<file path="src/rtl/mem_bus_arbiter.sv">
// Shares one memory bus between fetch (I) and load/store (D), D first; ARB_FAIR_EN adds I anti-starvation.
// Ack is combinational with bus_ack_i (1-cycle minimum) or a timeout error; requesters stall until acked.
module mem_bus_arbiter #(
   parameter int ADDR_W       = 32,
   parameter int DATA_W       = 32,
   parameter int TIMEOUT      = 15,
   parameter int STARVE_LIMIT = 4
) (
   input  logic                clk,
   input  logic                rst,
   input  logic                i_req_i,
   input  logic [ADDR_W-1:0]   i_addr_i,
   output logic [DATA_W-1:0]   i_rdata_o,
   output logic                i_ack_o,
   input  logic                d_req_i,
   input  logic                d_we_i,
   input  logic [ADDR_W-1:0]   d_addr_i,
   input  logic [DATA_W/8-1:0] d_sel_i,
   input  logic [DATA_W-1:0]   d_wdata_i,
   output logic [DATA_W-1:0]   d_rdata_o,
   output logic                d_ack_o,
   output logic                err_o,
   output logic                stall_if_o,
   output logic                stall_mem_o,
   output logic                bus_cyc_o,
   output logic                bus_stb_o,
   output logic                bus_we_o,
   output logic [ADDR_W-1:0]   bus_addr_o,
   output logic [DATA_W/8-1:0] bus_sel_o,
   output logic [DATA_W-1:0]   bus_wdata_o,
   input  logic [DATA_W-1:0]   bus_rdata_i,
   input  logic                bus_ack_i
);

   localparam logic [7:0] TMO_LIM = 8'(TIMEOUT);

   typedef enum logic [1:0] {IDLE, IBUS, DBUS} state_t;

   state_t     state, state_nxt;
   logic [7:0] tmo_cnt;
   logic       tmo_hit;
   logic       force_i;

   assign tmo_hit     = (tmo_cnt == TMO_LIM);
   assign stall_if_o  = i_req_i & ~i_ack_o;
   assign stall_mem_o = d_req_i & ~d_ack_o;

`ifdef ARB_FAIR_EN
   localparam logic [7:0] STARVE_LIM = 8'(STARVE_LIMIT);
   logic [7:0] starve_cnt;

   assign force_i = i_req_i && (starve_cnt == STARVE_LIM);

   // Counts back-to-back D wins only while I is actually waiting.
   always_ff @(posedge clk or posedge rst) begin
      if (rst) begin
         starve_cnt <= '0;
      end else if (state == IDLE) begin
         if (state_nxt == IBUS || !i_req_i)
            starve_cnt <= '0;
         else if (state_nxt == DBUS)
            starve_cnt <= starve_cnt + 8'd1;
      end
   end
`else
   // Strict D priority: never force an I grant.
   assign force_i = (STARVE_LIMIT < 0);
`endif

   always_comb begin
      state_nxt = state;
      i_ack_o   = 1'b0;
      d_ack_o   = 1'b0;
      err_o     = 1'b0;
      i_rdata_o = '0;
      d_rdata_o = '0;
      case (state)
         IDLE: begin
            if (d_req_i && !force_i)
               state_nxt = DBUS;
            else if (i_req_i)
               state_nxt = IBUS;
         end
         IBUS: begin
            if (bus_ack_i) begin
               i_ack_o   = 1'b1;
               i_rdata_o = bus_rdata_i;
               state_nxt = IDLE;
            end else if (tmo_hit) begin
               i_ack_o   = 1'b1;
               err_o     = 1'b1;
               state_nxt = IDLE;
            end
         end
         DBUS: begin
            if (bus_ack_i) begin
               d_ack_o   = 1'b1;
               d_rdata_o = bus_rdata_i;
               state_nxt = IDLE;
            end else if (tmo_hit) begin
               d_ack_o   = 1'b1;
               err_o     = 1'b1;
               state_nxt = IDLE;
            end
         end
         default: state_nxt = IDLE;
      endcase
   end

   always_ff @(posedge clk or posedge rst) begin
      if (rst) begin
         state   <= IDLE;
         tmo_cnt <= '0;
      end else begin
         state   <= state_nxt;
         tmo_cnt <= (state == IDLE) ? 8'd0 : tmo_cnt + 8'd1;
      end
   end

   // Bus fields are captured at grant and held until the transaction ends.
   always_ff @(posedge clk or posedge rst) begin
      if (rst) begin
         bus_cyc_o   <= 1'b0;
         bus_stb_o   <= 1'b0;
         bus_we_o    <= 1'b0;
         bus_addr_o  <= '0;
         bus_sel_o   <= '0;
         bus_wdata_o <= '0;
      end else if (state == IDLE && state_nxt == DBUS) begin
         bus_cyc_o   <= 1'b1;
         bus_stb_o   <= 1'b1;
         bus_we_o    <= d_we_i;
         bus_addr_o  <= d_addr_i;
         bus_sel_o   <= d_sel_i;
         bus_wdata_o <= d_wdata_i;
      end else if (state == IDLE && state_nxt == IBUS) begin
         bus_cyc_o   <= 1'b1;
         bus_stb_o   <= 1'b1;
         bus_we_o    <= 1'b0;
         bus_addr_o  <= i_addr_i;
         bus_sel_o   <= '1;
         bus_wdata_o <= '0;
      end else if (state != IDLE && state_nxt == IDLE) begin
         bus_cyc_o   <= 1'b0;
         bus_stb_o   <= 1'b0;
         bus_we_o    <= 1'b0;
         bus_addr_o  <= '0;
         bus_sel_o   <= '0;
         bus_wdata_o <= '0;
      end
   end

endmodule

</file>
<file path="config.mk">
export PLATFORM = sky130hd
export DESIGN_NAME = mem_bus_arbiter
export DESIGN_NICKNAME = d
export VERILOG_FILES = /design/src/rtl/mem_bus_arbiter.sv
export SDC_FILE = /design/constraint.sdc
export NUM_CORES = 1
export LEC_CHECK = 0
export BUFFER_PORTS_ARGS = -buffer_cell sky130_fd_sc_hd__buf_4
export CORE_AREA = 2 2 107 109
export DETAILED_ROUTE_END_ITERATION = 7
export DIE_AREA = 0 0 109 111
export PLACE_DENSITY = 0.83
export SLEW_MARGIN = 25
export SYNTH_ARGS = -nofsm -noshare
export SYNTH_HDL_FRONTEND = slang
export SYNTH_SLANG_ARGS = --single-unit
</file>
<file path="constraint.sdc">
create_clock -name clk -period 5.7 [get_ports clk]
set_input_delay 0.855 -clock clk [delete_from_list [all_inputs] [get_ports clk]]
set_output_delay 0.855 -clock clk [all_outputs]
set_load 0.1 [all_outputs]
</file>
== Yosys cells after proc, flatten, opt, wreduce, memory -nomap -nowiden ==
Cells that the tools add are included.

* Register bits after elaboration: 80
* Bits in latches: 0
* RAM bits: 0
* Memory bits (read-only): 0
* Input port bits: 138
* Output and inout bits: 140
* Logic and storage cells: 53
* Memories kept: 0

* $add $sub $neg: 1
* $mul: 0
* Div/mod/pow operators: 0
* $lt $le $gt $ge: 0
* Eq/ne operators: 5
* Shifts and indexed selects: 0
* Multiplexer cells: 28
* Bitwise logic cells: 4
* Reduce and logical (&&, ||, !) cells: 8

{| class="wikitable"
|+ Operators by type and width
! kind !! count
|-
| 32-bit two-way mux || 8
|-
| 4-bit two-way mux || 3
|-
| 1-bit two-way mux || 11
|-
| 8-bit by 1-bit adder with 8-bit output, second input constant || 1
|-
| 8-bit by 4-bit equality test with 1-bit output, second input constant || 1
|-
| 2-bit two-way mux || 4
|-
| 8-bit two-way mux || 1
|-
| 2-bit by 1-bit equality test with 1-bit output, second input constant || 2
|-
| 2-bit equality test, second input constant || 2
|-
| 2-bit zero test || 2
|-
| 2-bit case mux with 2 select lines || 1
|-
| 1-bit logical AND || 3
|-
| 3-bit nonzero test || 1
|-
| 1-bit AND || 2
|-
| 1-bit NOT || 2
|-
| 2-bit nonzero test || 1
|-
| 2-bit OR reduction || 1
|}

== Longest topological paths before layout ==
Gate-level depths: netlist of run 1.

* Depth in word-level cells: 9
* Mapped depth: 10
* Depth with buffers taken out: 7

== Least setup slack after synthesis of run 1 ==
OpenSTA, ideal clock, no wires.

* Kind: input -> output
* From: input port bus_ack_i
* To: output port err_o
* Data arrival time: 3.168 ns
* Required time: 4.845 ns
* Setup slack: 1.677 ns
* Stages on the path: 2
* Path buffers: 0
* Path through: nand2b_1 nor3_1

* Cells in the longest elaborated chain, start to end: 2

{| class="wikitable"
|+ RTL lines
! element !! line !! RTL
|-
| from (decl) || 32 || <nowiki>input logic bus_ack_i</nowiki>
|-
| 1-bit two-way mux || 96 || <nowiki>if (bus_ack_i) begin</nowiki>
|-
| 1-bit two-way mux || - ||
|-
| to (decl) || 22 || <nowiki>output logic err_o,</nowiki>
|}

No other way between the ends.

== Worst setup path in the final report of run 1 ==
* From: register state[0]
* To: output port d_rdata_o[12]

* Cells in the longest elaborated chain, start to end: 2

{| class="wikitable"
|+ RTL lines
! element !! line !! RTL
|-
| from (decl) || 39 || <nowiki>state_t state, state_nxt;</nowiki>
|-
| from (signal assigned) || 115 || <nowiki>state <= state_nxt;</nowiki>
|-
| 2-bit equality test || 77 || <nowiki>case (state)</nowiki>
|-
| 32-bit two-way mux || 77 ||
|-
| to (decl) || 20 || <nowiki>output logic [DATA_W-1:0] d_rdata_o,</nowiki>
|}

No other way between the ends.

==> results of run 1 <==
-- worst max-delay path: cells and delay by family, from the launching register on --
kind / cells / cell delay [ns]
buffers and inverters: 2 / 0.48
DFF: 1 / 0.43
and+or+nand+nor: 1 / 0.32
adders and majority gates: 1 / 0.76
-- per-layer routing --
metal	wire (microns)	GRT usage, %	up-vias
li1	-	-	1941
met1	5687	28.63	1990
met2	6807	35.86	142
met3	711	4.879	15
met4	181	5.299	0
met5	0	0	-
-- area by class of cell --
type	instances	area [sq um]	share of cell area, %
Clock buffer	11	232.7	3.620
Clock inverter	5	33.78	0.5255
Inverter	38	143.9	2.238
Multi-Input combinational cell	233	1709	26.59
Sequential cell	80	2002	31.14
Tap cell	143	178.9	2.783
Timing Repair Buffer	283	2128	33.11
-- cell families after synthesis --
logic type / Yosys count
AOI/OAI and AO/OA: 87
xor gates and xnor gates: 6
adders and majority gates: 5
buffers and inverters: 75
DFF: 80
and+or+nand+nor: 135
-- cell usage in the layout, fill, tap and decap left out, types with 3 or more instances in the layout --
cell type / Yosys / routed
nand3_1: 3 / 3
buf_4: 2 / 282
ha_1: 5 / 5
nor3_1: 35 / 35
o21a_1: 3 / 3
nand2b_1: 3 / 3
nor2b_1: 4 / 4
clkbuf_16: 0 / 9
clkinv_2: 0 / 3
a221o_1: 37 / 37
nor2_1: 12 / 12
xnor2_1: 4 / 4
and3_1: 68 / 68
a22o_1: 34 / 34
inv_1: 38 / 37
dfrtp_1: 80 / 80
-- worst max path at each step --
stage | to | slack [ns] | depth (start not counted)
detailed placement | bus_wdata_o[2]$_DFFE_PP0P_ | 2.59 | 7
finish | d_rdata_o[12] | 2.53 | 4
global route | d_rdata_o[12] | 2.35 | 4
CTS | d_rdata_o[12] | 2.56 | 4
floorplan | err_o | 1.68 | 2
global placement | bus_sel_o[2]$_DFFE_PP0P_ | 2.68 | 7
-- stage by stage --
| step | setup slack, ns | hold WS [ns] | cells | util (%) | instance area (sq um) |
|---|---|---|---|---|---|
| 2_1_floorplan | 1.677 | 0.4168 | 388 | - | 4065 |
| 3_3_place_gp | 2.680 | 0.4366 | 777 | 55.60 | 6158 |
| 3_5_place_dp | 2.588 | 0.4335 | 777 | 55.60 | 6158 |
| 4_1_cts | 2.561 | 0.4584 | 793 | 58.00 | 6425 |
| 5_1_grt | 2.346 | 0.4955 | 793 | 58.04 | 6429 |
| 6_report | 2.530 | 0.4559 | 793 | 58.04 | 6429 |
-- state kept, by name, indices dropped and copies added, names as in the netlist --
| signal | cells |
|---|---|
| bus_we_o | 1 |
| bus_addr_o | 32 |
| state | 2 |
| tmo_cnt | 8 |
| bus_sel_o | 4 |
| bus_wdata_o | 32 |
| bus_stb_o | 1 |
==> metrics.csv, run 1 <==
metric;value;unit
run_status;finished, final reports clean;
reg2reg_depth;8;
finClkSkew;0.008839;ns
synth_top_family_by_area;compound AO/OA/AOI/OAI gates;
max_stage_delay;0.76;ns
synth_top_area_cell;dfrtp_1;
crit_chain;inv_1 -> ha_1 -> and3_1 -> buf_4;
synthMuxAreaShare;0;%
crit_path_max_fanout;33;
cts.sinks;80;
finalNetCount;788;
ys_seq_elements;80;
die_width;109;microns
worstMarginPinSlew;0.8757;ns
finalHoldViolCount;0;
timing.rr.end;bus_addr_o[21]$_DFFE_PP0P_;
maxSlewHeadroom;41.62;%
cts_buffers;9;
synth_top_area_share;49.25;%
drt-pass1-iter-count;4;
ys.warnings.count;0;
avgRoutedWirePerCell;16.88;microns
area_growth;58.14;%
ctsHoldBuffers;0;
period_needed;3.170;ns
synth_cells;388;
synth-adder-area-share;1.539;%
synthTopCellsByCount;80 x dfrtp_1, 68 x and3_1, 38 x inv_1;
crit_type;flop to primary output;
synthSimpleGateAreaFrac;19.48;%
coreArea;11080;sq um
num-fill-cells;956;
ant_nets;0;
port_buffers;277;
grt_antenna_before_repair;0;
hp-start;tmo_cnt[0]$_DFF_PP0_;
crit_path_start_kind;flop;
clock_path_buffers;2;
grt_setup_unrepaired;no;
synth-seq-area-share;49.25;%
tns;0;ns
routabilityCongestion;0.9154;
grt_pass1_vias;3998;
max_cap_violations;0;
holdCritPathClass;flop to flop;
die_h;111;microns
cp-end-kind;primary output;
syn-num-nets;531;
cts_resized;0;
h-tree-depth;3;
vias;4088;
clkLatencyLatePin;0.32;ns
clk_pin_slew;0.06;ns
fp-row-count;39;
required;4.85;ns
gr-total-overflow;0;
synth-compound-area-share;19.73;%
yosysMostFrequentCell;dfrtp_1;
synthArstFlopShare;100.0;%
grt_pass1_wl;20880;microns
finalSetupViolCount;0;
diodes;0;
drive_above_1_share;46.92;%
die-area;12100;sq um
whs_path_depth;1;
synth_area_leaders;dfrtp_1 49%, and3_1 10%, a221o_1 9.1%;
crit_start;state[0]$_DFF_PP0_;
syn_area;4065;sq um
cts_tree;yes;
grt_start_max_net_pins;81;
cts_root_buf;clkbuf_16;
crit_arrival;2.32;ns
yosysUniqueCellTypes;39;
min_period_over_period;55.62;%
grt_util_all_layers;21.68;%
max_freq;0.3154;GHz
hpwlAfterDp;9942;microns
drt_iter0_markers;249;
r2r-start;state[0]$_DFF_PP0_;
ys.flop_type;dfrtp_1;
pin_count;278;
drc;0;
cpMaxStageDelayCell;ha_1;
post_cts_buffers;0;
hold_path_end;tmo_cnt[0]$_DFF_PP0_;
slew_viol_final;0;
wirelength;13390;microns
synth-xor-area-share;1.293;%
synth_edf_count;0;
rrSetupSlack;2.80;ns
initial_core_util;36.70;%
synth.avg_cell_area;10.48;sq um
vias_per_cell;5.155;
Power of run 1 is left out: the tool's default activity adds up to more than one toggle a clock period on the data nets, which glitch-free logic cannot reach.
==> run 2: changes to the inputs <==
--- a/config.mk
+++ b/config.mk
@@ -5,11 +5,12 @@
 export SDC_FILE = /design/constraint.sdc
 export NUM_CORES = 1
 export LEC_CHECK = 0
+export ABC_AREA = 1
 export BUFFER_PORTS_ARGS = -buffer_cell sky130_fd_sc_hd__buf_4
-export CORE_AREA = 2 2 107 109
+export CORE_AREA = 2 2 108 110
 export DETAILED_ROUTE_END_ITERATION = 7
-export DIE_AREA = 0 0 109 111
-export PLACE_DENSITY = 0.83
+export DIE_AREA = 0 0 110 112
+export PLACE_DENSITY = 0.86
 export SLEW_MARGIN = 25
 export SYNTH_ARGS = -nofsm -noshare
 export SYNTH_HDL_FRONTEND = slang
==> constraint.sdc (replaced) <==
create_clock -name clk -period 3 [get_ports clk]
set_input_delay 0.45 -clock clk [delete_from_list [all_inputs] [get_ports clk]]
set_output_delay 0.45 -clock clk [all_outputs]
set_load 0.1 [all_outputs]
==> run 2 against run 1 <==
Via count is 17% higher; critical endpoint is now stall_mem_o; hold slack worse by 0.27 ns; sequential cell count stayed put; utilization rose by 6.2 points; register-to-register slack got worse by 2.1 ns; synthesized cell count rose by 53%; critical path type unchanged; largest cell class unchanged; routed wire length is 3.1% higher; count of clock-buffer cells in the layout is 1 lower; highest routed layer unchanged.
==> metrics.csv, run 2 <==
metric;value;unit
setup_slack;0.4767;ns
grt_pass1_wl;22170;microns
yosysMostFrequentCell;nand2_1;
max_cap_violations;0;
grt_start_max_net_pins;81;
p_int;0.003478;W
finalNetCount;997;
clkLatencyLatePin;0.33;ns
diodes;0;
powerDensity;1265;nW/um^2
ys_seq_elements;80;
syn-num-nets;735;
cts_tree;yes;
crit_type;flop to primary output;
synthMuxAreaShare;0;%
ys.warnings.count;0;
cts_root_buf;clkbuf_16;
largestRegisters;bus_addr_o x32, bus_wdata_o x32, tmo_cnt x8;
p_clk_share;13.0;%
clk_pin_slew;0.06;ns
pwr-share-comb;68.5;%
p_sw_share;61.68;%
vias_per_cell;4.759;
drc;0;
slew_viol_final;0;
fin_area;7174;sq um
ir_worst_vdd;0.9435;mV
drive_above_1_share;45.52;%
synth_top_family_by_area;simple AND/OR/NAND/NOR gates;
die_h;112;microns
vias;4769;
synthSimpleGateAreaFrac;38.94;%
avgRoutedWirePerCell;13.77;microns
synth-seq-area-share;45.08;%
cts.sinks;80;
grt_setup_unrepaired;no;
grt_util_all_layers;22.54;%
synth-compound-area-share;1.071;%
synthArstFlopShare;100.0;%
synth_top_area_cell;dfrtp_1;
port_buffers;277;
die-area;12320;sq um
synth_edf_count;0;
drt_iter0_markers;351;
area_growth;61.57;%
layout_common_cells;288 x buf_4, 209 x nand2_1, 81 x inv_1;
syn_area;4441;sq um
synth-xor-area-share;0;%
post_cts_buffers;0;
period_needed;2.523;ns
p_switching;0.005599;W
synthTopCellsByCount;209 x nand2_1, 83 x inv_1, 80 x dfrtp_1;
crit_path_start_kind;flop;
clock_path_buffers;2;
drt-pass1-iter-count;6;
min_period_over_period;84.11;%
worstMarginPinSlew;0.5601;ns
required;2.55;ns
grt_pass1_vias;4697;
cellLeakagePower;4.049;nW
run_status;finished, final reports clean;
cts_resized;0;
fp-row-count;39;
pin_count;278;
hpwlAfterDp;10410;microns
initial_core_util;39.74;%
gr-total-overflow;0;
coreArea;11170;sq um
cts_buffers;9;
dp_slack;0.6829;ns
max_freq;0.3963;GHz
maxSlewHeadroom;62.66;%
place_area;6855;sq um
synth.avg_cell_area;7.501;sq um
yosysUniqueCellTypes;23;
grt_antenna_before_repair;0;
final_common_cell;buf_4;
ctsHoldBuffers;0;
die_width;110;microns
pwr-share-seq;18.5;%
crit_arrival;2.07;ns
crit_path_max_fanout;33;
finalSetupViolCount;0;
holdCritPathClass;input port to async pin;
routabilityCongestion;0.8264;
synth-adder-area-share;1.409;%
cp-end-kind;primary output;
finClkSkew;0.01088;ns
finalHoldViolCount;0;
ys.flop_type;dfrtp_1;
wirelength;13800;microns
h-tree-depth;3;
synth_area_leaders;dfrtp_1 45%, nand2_1 18%, nor3_1 7.7%;
ant_nets;0;
synth_top_area_share;45.08;%
synth_cells;592;
==> run 2: cell types whose count changed after synthesis, moves of 7 or more <==
| cell | previous run | this run |
|---|---|---|
| clkbuf_1 | 16 | 5 |
| nor3_1 | 35 | 68 |
| buf_4 | 2 | 10 |
| buf_6 | 2 | 12 |
| a22o_1 | 34 | 0 |
| a221o_1 | 37 | 0 |
| buf_2 | 13 | 3 |
| nand3_1 | 3 | 62 |
| buf_1 | 1 | 8 |
| nand3_2 | 0 | 14 |
| nand2_1 | 1 | 209 |
| and3_1 | 68 | 0 |
| inv_1 | 38 | 83 |
==> run 2: path summary, 6_finish.rpt <==
kind	from	end	slack, ns	depth (start not counted)
min reg2reg	tmo_cnt[0]$_DFF_PP0_	tmo_cnt[0]$_DFF_PP0_	0.47	1
max in group asynchronous	rst	bus_wdata_o[31]$_DFFE_PP0P_	2.44	3
min in group clk	d_wdata_i[18]	bus_wdata_o[18]$_DFFE_PP0P_	0.31	3
max reg2reg	state[0]$_DFF_PP0_	bus_wdata_o[25]$_DFFE_PP0P_	0.68	9
max	state[0]$_DFF_PP0_	stall_mem_o	0.48	7
min	rst	bus_wdata_o[26]$_DFFE_PP0P_	0.18	3
==> run 2: cell families (layout without fill, tap and decap cells) <==
| logic type | count (synthesis) | in the layout |
|---|---|---|
| AOI/OAI and AO/OA | 9 | 9 |
| adders and majority gates | 5 | 5 |
| buffers and inverters | 122 | 389 |
| DFF | 80 | 80 |
| and+or+nand+nor | 376 | 376 |
==> run 2: through the flow <==
step | TNS, ns | hold slack [ns] | instances | power, W | utilization [%]
3_3_place_gp | 0 | 0.4515 | 986 | 0.007878 | 61.35
5_1_grt | 0 | 0.2480 | 1002 | 0.009578 | 64.20
6_report | 0 | 0.1847 | 1002 | 0.009078 | 64.20
4_1_cts | 0 | 0.2308 | 1002 | 0.009155 | 64.20
3_5_place_dp | 0 | 0.4608 | 986 | 0.007964 | 61.35
2_1_floorplan | -1.462 | 0.4250 | 592 | 0.006841 | -
==> run 2: power by group through the flow <==
stage                     clock [W]  sequential [W]  combinational, W
after floorplan                   0         0.00393           0.00291
after global placement            0         0.00168           0.00620
after detailed placement          0         0.00169           0.00627
after CTS                   0.00120         0.00168           0.00627
after global routing        0.00124         0.00172           0.00661
final                       0.00118         0.00168           0.00622
==> run 2: worst max-delay path, stage by stage (launching register included) <==
cell and delay, ns:
dfrtp_1 0.42, inv_1 0.09, ha_1 0.20, inv_1 0.05, buf_4 0.44, nor2_1 0.13
nor2_1 0.11, buf_4 0.30
==> run 2: final cells by class <==
cell class	count	area (sq um)
Fill cell	928	4000
Multi-Input combinational cell	390	2160
Clock buffer	10	229.0
Tap cell	143	178.9
Sequential cell	80	2002
Clock inverter	6	90.09
Inverter	83	312.8
Timing Repair Buffer	290	2202
==> run 2: layer usage <==
layer	vias to the layer above	wire [microns]	GRT usage, %
met3	37	974	4.801
li1	2354	-	-
met1	2183	5408	26.82
met4	0	468	9.620
met5	-	0	0
met2	195	6947	38.69
Note: power is estimated with default switching activity, not from simulation.
